==> config.mk <==
export PLATFORM = sky130hd
export DESIGN_NAME = branch_rs
export DESIGN_NICKNAME = d
export VERILOG_FILES = /design/src/rtl/branch_rs.sv
export SDC_FILE = /design/constraint.sdc
export NUM_CORES = 2
export LEC_CHECK = 0
export CAP_MARGIN = 20
export CELL_PAD_IN_SITES_DETAIL_PLACEMENT = 0
export CELL_PAD_IN_SITES_GLOBAL_PLACEMENT = 2
export CORE_MARGIN = 2
export CORE_UTILIZATION = 30
export DETAILED_ROUTE_END_ITERATION = 10
export PLACE_DENSITY = 0.76
export SLEW_MARGIN = 20
export SYNTH_ARGS = -nofsm -noshare
export SYNTH_HDL_FRONTEND = slang
export SYNTH_SLANG_ARGS = --single-unit
==> constraint.sdc <==
create_clock -name clk -period 8.5 [get_ports clk]
set_clock_uncertainty 0.05 [all_clocks]
set_input_delay 2.55 -clock clk [delete_from_list [all_inputs] [get_ports clk]]
set_output_delay 2.55 -clock clk [all_outputs]
set_load 0.03 [all_outputs]
==> src/rtl/branch_rs.sv <==
// ============================================================================
// Module   : branch_rs
// Purpose  : Branch reservation station. Compacting queue (entry 0 oldest)
//            that holds up to RS_DEPTH branch/jump ops until both sources are
//            available, captures operands from two CDB ports, and issues the
//            oldest ready op to the branch unit once per cycle.
// Options  : BRANCH_RS_WAKEUP_BYPASS_EN - when defined, a CDB broadcast that
//            completes an entry makes it issuable in the same cycle, with the
//            broadcast value forwarded to the issue outputs.
// Revision : 1.0 - initial release
// ============================================================================
`default_nettype none

module branch_rs #(
   parameter int RS_DEPTH     = 4,
   parameter int XLEN         = 32,
   parameter int PREG_NUMBER  = 64,
   parameter int DEST_REG_SEL = 2,
   localparam int TW          = $clog2(PREG_NUMBER),
   localparam int CW          = $clog2(RS_DEPTH + 1)
) (
   input  logic                         clk,
   input  logic                         reset,
   input  logic [1:0]                   dispatch_valid_i,
   input  logic [1:0][TW-1:0]           dispatch_rs1_tag_i,
   input  logic [1:0][TW-1:0]           dispatch_rs2_tag_i,
   input  logic [1:0]                   dispatch_rs1_ready_i,
   input  logic [1:0]                   dispatch_rs2_ready_i,
   input  logic [1:0][XLEN-1:0]         dispatch_rs1_value_i,
   input  logic [1:0][XLEN-1:0]         dispatch_rs2_value_i,
   input  logic [1:0][XLEN-1:0]         dispatch_opa_i,
   input  logic [1:0][XLEN-1:0]         dispatch_opb_i,
   input  logic [1:0]                   dispatch_opa_rs1_i,
   input  logic [1:0][TW-1:0]           dispatch_dest_tag_i,
   input  logic [1:0][DEST_REG_SEL-1:0] dispatch_dest_sel_i,
   input  logic [1:0][2:0]              dispatch_func_i,
   input  logic [1:0][6:0]              dispatch_opcode_i,
   input  logic [1:0][XLEN-1:0]         dispatch_pc_i,
   input  logic [1:0][XLEN-1:0]         dispatch_npc_i,
   input  logic [1:0]                   cdb_valid_i,
   input  logic [1:0][TW-1:0]           cdb_tag_i,
   input  logic [1:0][XLEN-1:0]         cdb_value_i,
   input  logic                         blu_ready_i,
   input  logic [1:0]                   branch_recover_i,
   output logic [CW-1:0]                free_slots_o,
   output logic                         issue_en_o,
   output logic [XLEN-1:0]              issue_opa_o,
   output logic [XLEN-1:0]              issue_opb_o,
   output logic [XLEN-1:0]              issue_rs1_o,
   output logic [XLEN-1:0]              issue_rs2_o,
   output logic [XLEN-1:0]              issue_pc_o,
   output logic [XLEN-1:0]              issue_npc_o,
   output logic [TW-1:0]                issue_dest_tag_o,
   output logic [DEST_REG_SEL-1:0]      issue_dest_sel_o,
   output logic [2:0]                   issue_func_o,
   output logic [6:0]                   issue_opcode_o
);

   localparam int IW = (RS_DEPTH > 1) ? $clog2(RS_DEPTH) : 1;

   typedef struct packed {
      logic [TW-1:0]           rs1_tag;
      logic [TW-1:0]           rs2_tag;
      logic                    rs1_rdy;
      logic                    rs2_rdy;
      logic [XLEN-1:0]         rs1_val;
      logic [XLEN-1:0]         rs2_val;
      logic [XLEN-1:0]         opa;
      logic [XLEN-1:0]         opb;
      logic                    opa_rs1;
      logic [TW-1:0]           dest_tag;
      logic [DEST_REG_SEL-1:0] dest_sel;
      logic [2:0]              func;
      logic [6:0]              opcode;
      logic [XLEN-1:0]         pc;
      logic [XLEN-1:0]         npc;
   } entry_t;

   // Marks a waiting source ready with the CDB value; port 0 has priority.
   function automatic entry_t wake(input entry_t e,
                                   input logic [1:0] cv,
                                   input logic [1:0][TW-1:0] ct,
                                   input logic [1:0][XLEN-1:0] cval);
      entry_t r;
      r = e;
      if (!e.rs1_rdy) begin
         if (cv[0] && ct[0] == e.rs1_tag) begin
            r.rs1_rdy = 1'b1;
            r.rs1_val = cval[0];
         end else if (cv[1] && ct[1] == e.rs1_tag) begin
            r.rs1_rdy = 1'b1;
            r.rs1_val = cval[1];
         end
      end
      if (!e.rs2_rdy) begin
         if (cv[0] && ct[0] == e.rs2_tag) begin
            r.rs2_rdy = 1'b1;
            r.rs2_val = cval[0];
         end else if (cv[1] && ct[1] == e.rs2_tag) begin
            r.rs2_rdy = 1'b1;
            r.rs2_val = cval[1];
         end
      end
      return r;
   endfunction

   entry_t            entries   [RS_DEPTH];
   entry_t            eff       [RS_DEPTH];
   entry_t            shifted   [RS_DEPTH];
   entry_t            nxt       [RS_DEPTH];
   entry_t            new_op    [2];
   entry_t            sel;
   logic [RS_DEPTH-1:0] ready;
   logic              has_cand;
   logic [IW-1:0]     cand;
   logic [CW-1:0]     count;
   logic [CW-1:0]     post_cnt;
   logic [CW-1:0]     ndisp;
   logic [CW-1:0]     nxt_cnt;
   logic [CW-1:0]     pos0;
   logic [CW-1:0]     pos1;
   logic              unused_recover;

   assign unused_recover = branch_recover_i[1];
   assign count          = CW'(RS_DEPTH) - free_slots_o;
   assign ndisp          = CW'(dispatch_valid_i[0]) + CW'(dispatch_valid_i[1]);

   // Candidate view of each entry and oldest-ready selection.
   always_comb begin
      has_cand = 1'b0;
      cand     = '0;
      for (int i = 0; i < RS_DEPTH; i++) begin
`ifdef BRANCH_RS_WAKEUP_BYPASS_EN
         eff[i] = wake(entries[i], cdb_valid_i, cdb_tag_i, cdb_value_i);
`else
         eff[i] = entries[i];
`endif
         ready[i] = (CW'(i) < count) && eff[i].rs1_rdy && eff[i].rs2_rdy;
      end
      for (int i = RS_DEPTH - 1; i >= 0; i--) begin
         if (ready[i]) begin
            has_cand = 1'b1;
            cand     = IW'(i);
         end
      end
   end

   assign issue_en_o = blu_ready_i & has_cand & ~branch_recover_i[0] & ~reset;

   // Issue fields come straight from the selected entry (entry 0 when idle).
   always_comb begin
      sel              = eff[cand];
      issue_opa_o      = sel.opa_rs1 ? sel.rs1_val : sel.opa;
      issue_opb_o      = sel.opb;
      issue_rs1_o      = sel.rs1_val;
      issue_rs2_o      = sel.rs2_val;
      issue_pc_o       = sel.pc;
      issue_npc_o      = sel.npc;
      issue_dest_tag_o = sel.dest_tag;
      issue_dest_sel_o = sel.dest_sel;
      issue_func_o     = sel.func;
      issue_opcode_o   = sel.opcode;
   end

   // Next queue image: close the gap left by issue, wake, then append dispatch.
   always_comb begin
      post_cnt = count - CW'(issue_en_o);
      pos0     = post_cnt;
      pos1     = post_cnt + CW'(dispatch_valid_i[0]);
      nxt_cnt  = post_cnt + ndisp;
      for (int s = 0; s < 2; s++) begin
         new_op[s].rs1_tag  = dispatch_rs1_tag_i[s];
         new_op[s].rs2_tag  = dispatch_rs2_tag_i[s];
         new_op[s].rs1_rdy  = dispatch_rs1_ready_i[s];
         new_op[s].rs2_rdy  = dispatch_rs2_ready_i[s];
         new_op[s].rs1_val  = dispatch_rs1_value_i[s];
         new_op[s].rs2_val  = dispatch_rs2_value_i[s];
         new_op[s].opa      = dispatch_opa_i[s];
         new_op[s].opb      = dispatch_opb_i[s];
         new_op[s].opa_rs1  = dispatch_opa_rs1_i[s];
         new_op[s].dest_tag = dispatch_dest_tag_i[s];
         new_op[s].dest_sel = dispatch_dest_sel_i[s];
         new_op[s].func     = dispatch_func_i[s];
         new_op[s].opcode   = dispatch_opcode_i[s];
         new_op[s].pc       = dispatch_pc_i[s];
         new_op[s].npc      = dispatch_npc_i[s];
         new_op[s] = wake(new_op[s], cdb_valid_i, cdb_tag_i, cdb_value_i);
      end
      for (int i = 0; i < RS_DEPTH; i++) begin
         int src;
         src = (issue_en_o && (i >= int'(cand))) ? i + 1 : i;
         if (src < RS_DEPTH) shifted[i] = entries[src];
         else                shifted[i] = '0;
         nxt[i] = wake(shifted[i], cdb_valid_i, cdb_tag_i, cdb_value_i);
         if (dispatch_valid_i[0] && CW'(i) == pos0) nxt[i] = new_op[0];
         if (dispatch_valid_i[1] && CW'(i) == pos1) nxt[i] = new_op[1];
      end
   end

   // Queue storage and occupancy; flush and reset empty the queue.
   always_ff @(posedge clk) begin
      if (reset || branch_recover_i[0]) begin
         free_slots_o <= CW'(RS_DEPTH);
      end else begin
         free_slots_o <= CW'(RS_DEPTH) - nxt_cnt;
      end
      for (int i = 0; i < RS_DEPTH; i++) begin
         entries[i] <= nxt[i];
      end
   end

   // Dispatch must never exceed the advertised free entries.
   a_no_overflow : assert property (@(posedge clk) disable iff (reset)
      !branch_recover_i[0] |-> (ndisp <= free_slots_o));

endmodule

`default_nettype wire

# --- Word level (Yosys, flattened, before mapping) ---
# Memories as Yosys holds them, arrays and structs flattened.
# Cells that the tools add are included.
word_totals:
  register_bits: 3
  ramBits: 900
  inputBits: 535
  output_inout_bits: 214
  wordCells: 202
  n_memories: 1
memory_table:
  columns: ["memory", "words", "word_bits", "rd", "rd_clocked_by_memory_dff", "write_ports", "line_no", "text"]
  rows:
  - ["entries", 4, 225, 8, 0, 4, "107", "entry_t entries [RS_DEPTH];"]
op_classes:
  n_addsub: 6
  n_lt_le_gt_ge: 12
  n_eq_ne: 30
  n_mux: 100
  bitwise_logic: 6
  reduce_logical: 46
op_table:
  columns: ["op", "count"]
  rows:
  - ["two-way mux 225 bit", 12]
  - ["two-way mux 32 bit", 37]
  - ["binary-select mux 225 bit (select 2 bit)", 1]
  - ["two-way mux 211 bit", 2]
  - ["== test 6 bit", 24]
  - ["logical AND 1 bit", 43]
  - ["two-way mux 1 bit", 42]
  - ["== test 2 x 3 -> 1 bit, first input constant", 4]
  - ["two-way mux 2 bit", 5]
  - ["== test 1 x 3 -> 1 bit, first input constant", 2]
  - ["logical NOT 3 bit", 2]
  - ["less-than comparator 1 x 3 -> 1 bit, first input constant", 2]
  - ["less-than comparator 2 x 3 -> 1 bit, first input constant", 2]
  - ["less-than comparator 2 x 3 -> 1 bit, second input constant", 2]
  - ["subtractor 3 bit, first input constant", 2]
  - [">= comparator 1 x 2 -> 1 bit, first input constant", 2]
  - ["adder 3 x 1 -> 3 bit", 1]
  - ["adder 3 x 2 -> 3 bit", 1]
  - ["bitwise AND 1 bit", 3]
  - [">= comparator 3 bit, second input constant", 1]
  - ["less-than comparator 1 x 3 -> 1 bit, second input constant", 1]
  - ["less-than comparator 3 bit, second input constant", 1]
  - ["two-way mux 3 bit", 1]
  - ["NOT 2 -> 3 bit", 1]
  - ["5 further kinds", 6]

# --- Depth between registers and ports, before layout ---
depth:
  word_depth: 22
  depth_mapped: 20
  mapped_depth_nobuf: 17

# --- Worst setup path after synthesis ---
# Ideal clock, no wire load.
synth_timing:
  path_type: "input-to-reg"
  startpoint: "input branch_recover_i[0]"
  endpoint: "memory entries[2][0] in the netlist's numbering, enable pin"
  setup_ps: 1234
  arrival_ps: 7858
  t_required_ps: 7216
  setup_slack_ps: -641
  cell_stages: 15
  n_path_buf: 4
  cell_sequence: "nor2_1 and2_1 o41ai_4 inv_2 ha_1 ha_1 inv_1 ha_1 clkbuf_1 and4b_1 clkbuf_1 nor2_1 clkbuf_1 clkbuf_1 nand2_1"
synth_rtl:
  columns: ["element", "line_no", "text"]
  rows:
  - ["from (decl)", "44", "input logic [1:0] branch_recover_i,"]
  - ["to (decl)", "107", null]

# --- Worst setup path in the final report ---
layout_timing:
  startpoint: "register free_slots_o[0]"
  endpoint: "output issue_opa_o[14]"
layout_via:
  elab_chain_cells: 13
  elab_cells_between_ends: 22
  cone_classes: "1 x add/sub; 4 x order compare; 8 x mux; 1 x bitwise; 8 x reduce/logical"
layout_lines:
  columns: ["element", "line_no", "text"]
  rows:
  - ["from (decl)", "45", "output logic [CW-1:0] free_slots_o,"]
  - ["from (signal assigned)", "203", "free_slots_o <= CW'(RS_DEPTH);"]
  - ["from (signal assigned)", "205", "free_slots_o <= CW'(RS_DEPTH) - nxt_cnt;"]
  - ["subtractor 3 bit (*)", "125", "assign count = CW'(RS_DEPTH) - free_slots_o;"]
  - ["less-than comparator 2 x 3 -> 1 bit", "138", "ready[i] = (CW'(i) < count) && eff[i].rs1_rdy && eff[i].rs2_rdy;"]
  - ["logical AND 1 bit (2 in series)", "138", null]
  - ["two-way mux 2 bit (3 in series)", "141", "if (ready[i]) begin"]
  - ["two-way mux 2 bit (*)", "141", null]
  - ["NOT 2 -> 3 bit (implied by the code) (*)", "152", "sel = eff[cand];"]
  - ["binary-select mux 225 bit (select 2 bit) (*)", "152", null]
  - ["two-way mux 211 bit (implied by the code) (*) (2 in series)", "152", null]
  - ["two-way mux 32 bit (*)", "153", "issue_opa_o = sel.opa_rs1 ? sel.rs1_val : sel.opa;"]
  - ["to (decl)", "47", "output logic [XLEN-1:0] issue_opa_o,"]
# Mark *: on every way between the ends. The rest lies on a longest branch, timed or not. The select of a mux whose other input is x is not followed.

==> results.tsv <==
metric	value	unit
path_class	flop to primary output	
ir_drop	406	uV
avgRoutedWirePerCell	33.0	um
pre_cts_ws	0.778	ns
synth_compound_gate_area_share	26.8	%
post-route-period-util	96.8	%
end_kind	primary output	
yosysSeqAreaShare	38.3	%
synth_top_family_by_area	compound AO/OA/AOI/OAI gates	
start_util	30.2	%
crit_fanout	21	
layout_setup_ws	0.269	ns
first_global_vias	66724	
clk_pin_slew	0.06	ns
cts_max_level	3	
grt.overflow.total	0	
synth_adder_area_share	0.180	%
total_power	33.7	mW
rows	167	
num_vias	71444	
dpl-instance-area	0.0734	sq mm
period_minus_slack	8.23	ns
syn_to_final_growth	23.5	%
synth_area_per_cell	7.76	sq um
drive_gt1_share	7.79	%
final_cells	11287	
clk_path_buf_depth	3	
final_hold_viol_count	0	
syn_inst	8070	
synth_edf_count	588	
cts-buffers-inserted	117	
viasPerCell	6.33	
fmax	0.121	GHz
fin_area	0.0773	sq mm
core	0.207	sq mm
synth-seq-cells	903	
rsz0062_at_grt	false	
maxCapViolCount	0	
yosysMostFrequentCell	nand2_1	
outcome	finished clean	
drc	0	
dr.pass1.iters	7	
dieArea	0.212	sq mm
yosys_warnings	0	
synthFlopType	edfxtp_1	
numPlacedInstances	11015	
tightest_slew	1.27	ns
crit_required	5.90	ns
antenna_found_initial	111	
grt_first_pass_wirelength	516000	um
synth.top_cell.area_share	28.2	%
clk_latency	0.81	ns
p_leak	28.2	nW
synth-xor-area-share	1.50	%
gp_congestion	0.968	
yosysTopAreaCell	edfxtp_1	
synthDistinctLibCells	91	
layout.nets	8892	
hp-class	flop to flop	
grt_max_degree	139	
postSynth.asyncResetShare	0	%
grt_usage	33.4	%
arrival	5.63	ns
synthMuxAreaShare	2.73	%
power.density	436	mW/mm^2
start_kind	flop	
ys_top_cells_by_count	1559 x nand2_1, 1099 x nor2_1, 756 x clkbuf_1	
hpwl	232000	um
die_x	461	um
holdWs	0.474	ns
cts_tree	yes	
yosys.area_share.simple	24.6	%
slew_headroom	15.0	%
die-height	461	um
synth_area	0.0626	sq mm
port_buffers	747	
syn-num-nets	8614	
ios	749	
ant_nets	0	
utilization	37.3	%
synth_area_leaders	edfxtp_1 28%, dfxtp_1 10%, nand2_1 9.3%	
drv_slew	0	
finalSetupTns	0	ns
root_buffer	clkbuf_16	
setup_violations	0	
drt_wl_total	372000	um
clock-sinks	903	
drtIter0Drc	10149	
kinds of logic after synthesis:
| family | Yosys count |
|---|---|
| adder cells (fa/ha/maj) | 9 |
| buffers and inverters | 952 |
| multiplexers | 155 |
| AND/OR/NAND/NOR | 3617 |
| XOR/XNOR | 105 |
| flip-flops | 903 |
| AO/OA/AOI/OAI | 2329 |
layer usage:
metal	vias up	routed length, um	global-route usage, %
met5	-	637	0
met4	98	24300	20.2
met3	1136	47600	11.5
met2	5037	155000	48.3
met1	34780	145000	42.7
li1	30393	-	-
worst max-delay path, stage by stage (launching register included):
cell and delay [ns]:
dfxtp_1 0.43, inv_1 0.12, ha_1 0.29, xnor2_4 0.41
a21o_1 0.35, nand2_1 0.17, a21oi_4 0.46, buf_4 0.34
buf_4 0.36, buf_4 0.31, a211oi_1 0.11, a31oi_1 0.51
nand2_1 0.11, o21ai_0 0.11, clkdlybuf4s50_1 0.70
final timing paths:
kind / end / cells after the start / from / slack, ns
setup / recovery: issue_opa_o[14] / 14 / free_slots_o[0] / 0.27
hold / removal: entries[3][175] / 2 / entries[3][175] / 0.47
setup reg to reg: entries[3][136] / 15 / free_slots_o[0] / 2.73
hold reg to reg: entries[3][175] / 2 / entries[3][175] / 0.47
placed cells by master, fill, tap and decap left out, types with 53 or more instances in the layout:
master / instances
a31oi_1: 480
a21oi_1: 239
clkdlybuf4s50_1: 725
dfxtp_1: 315
clkbuf_16: 118
nor2_1: 1087
mux2i_1: 114
nand3_1: 404
a221o_1: 53
inv_1: 71
a221oi_1: 342
a22oi_1: 60
o211ai_1: 92
o21ai_0: 245
nor3_1: 138
and2_1: 187
and3_1: 56
buf_4: 250
a211oi_1: 249
nand2_1: 1552
buf_12: 58
o22a_1: 57
o22ai_1: 138
o221ai_1: 58
xnor2_1: 80
edfxtp_1: 588
sequential cells by signal (all words and copies together) (netlist names):
register / flops
entries: 900
free_slots_o: 3
report_power, final:
part / total (mW) / internal, mW / leakage [nW] / switching (mW)
logic: 20.5 / 6.85 / 18.1 / 13.6
registers: 8.15 / 7.05 / 8.27 / 1.10
clock network: 5.07 / 2.84 / 1.81 / 2.24
what timing repair did:
action | 4_1_cts | 5_1_grt
endpoints found under the setup margin | 1 | 2
buffers inserted | 2 | 0
hold buffers | 0 | 0
pin swaps | 1 | 0
resized for setup | 0 | 1
gates cloned | 0 | 0
final cells by class:
type	instances	area [sq um]
fill	21330	130000
multi-input combinational	6215	35400
timing repair buffer	1038	10300
sequential	903	24000
inverter	73	274
antenna	51	128
clock buffer	163	3200
tap	2788	3490
clock inverter	56	547
Note: power is estimated with default switching activity, not from simulation.
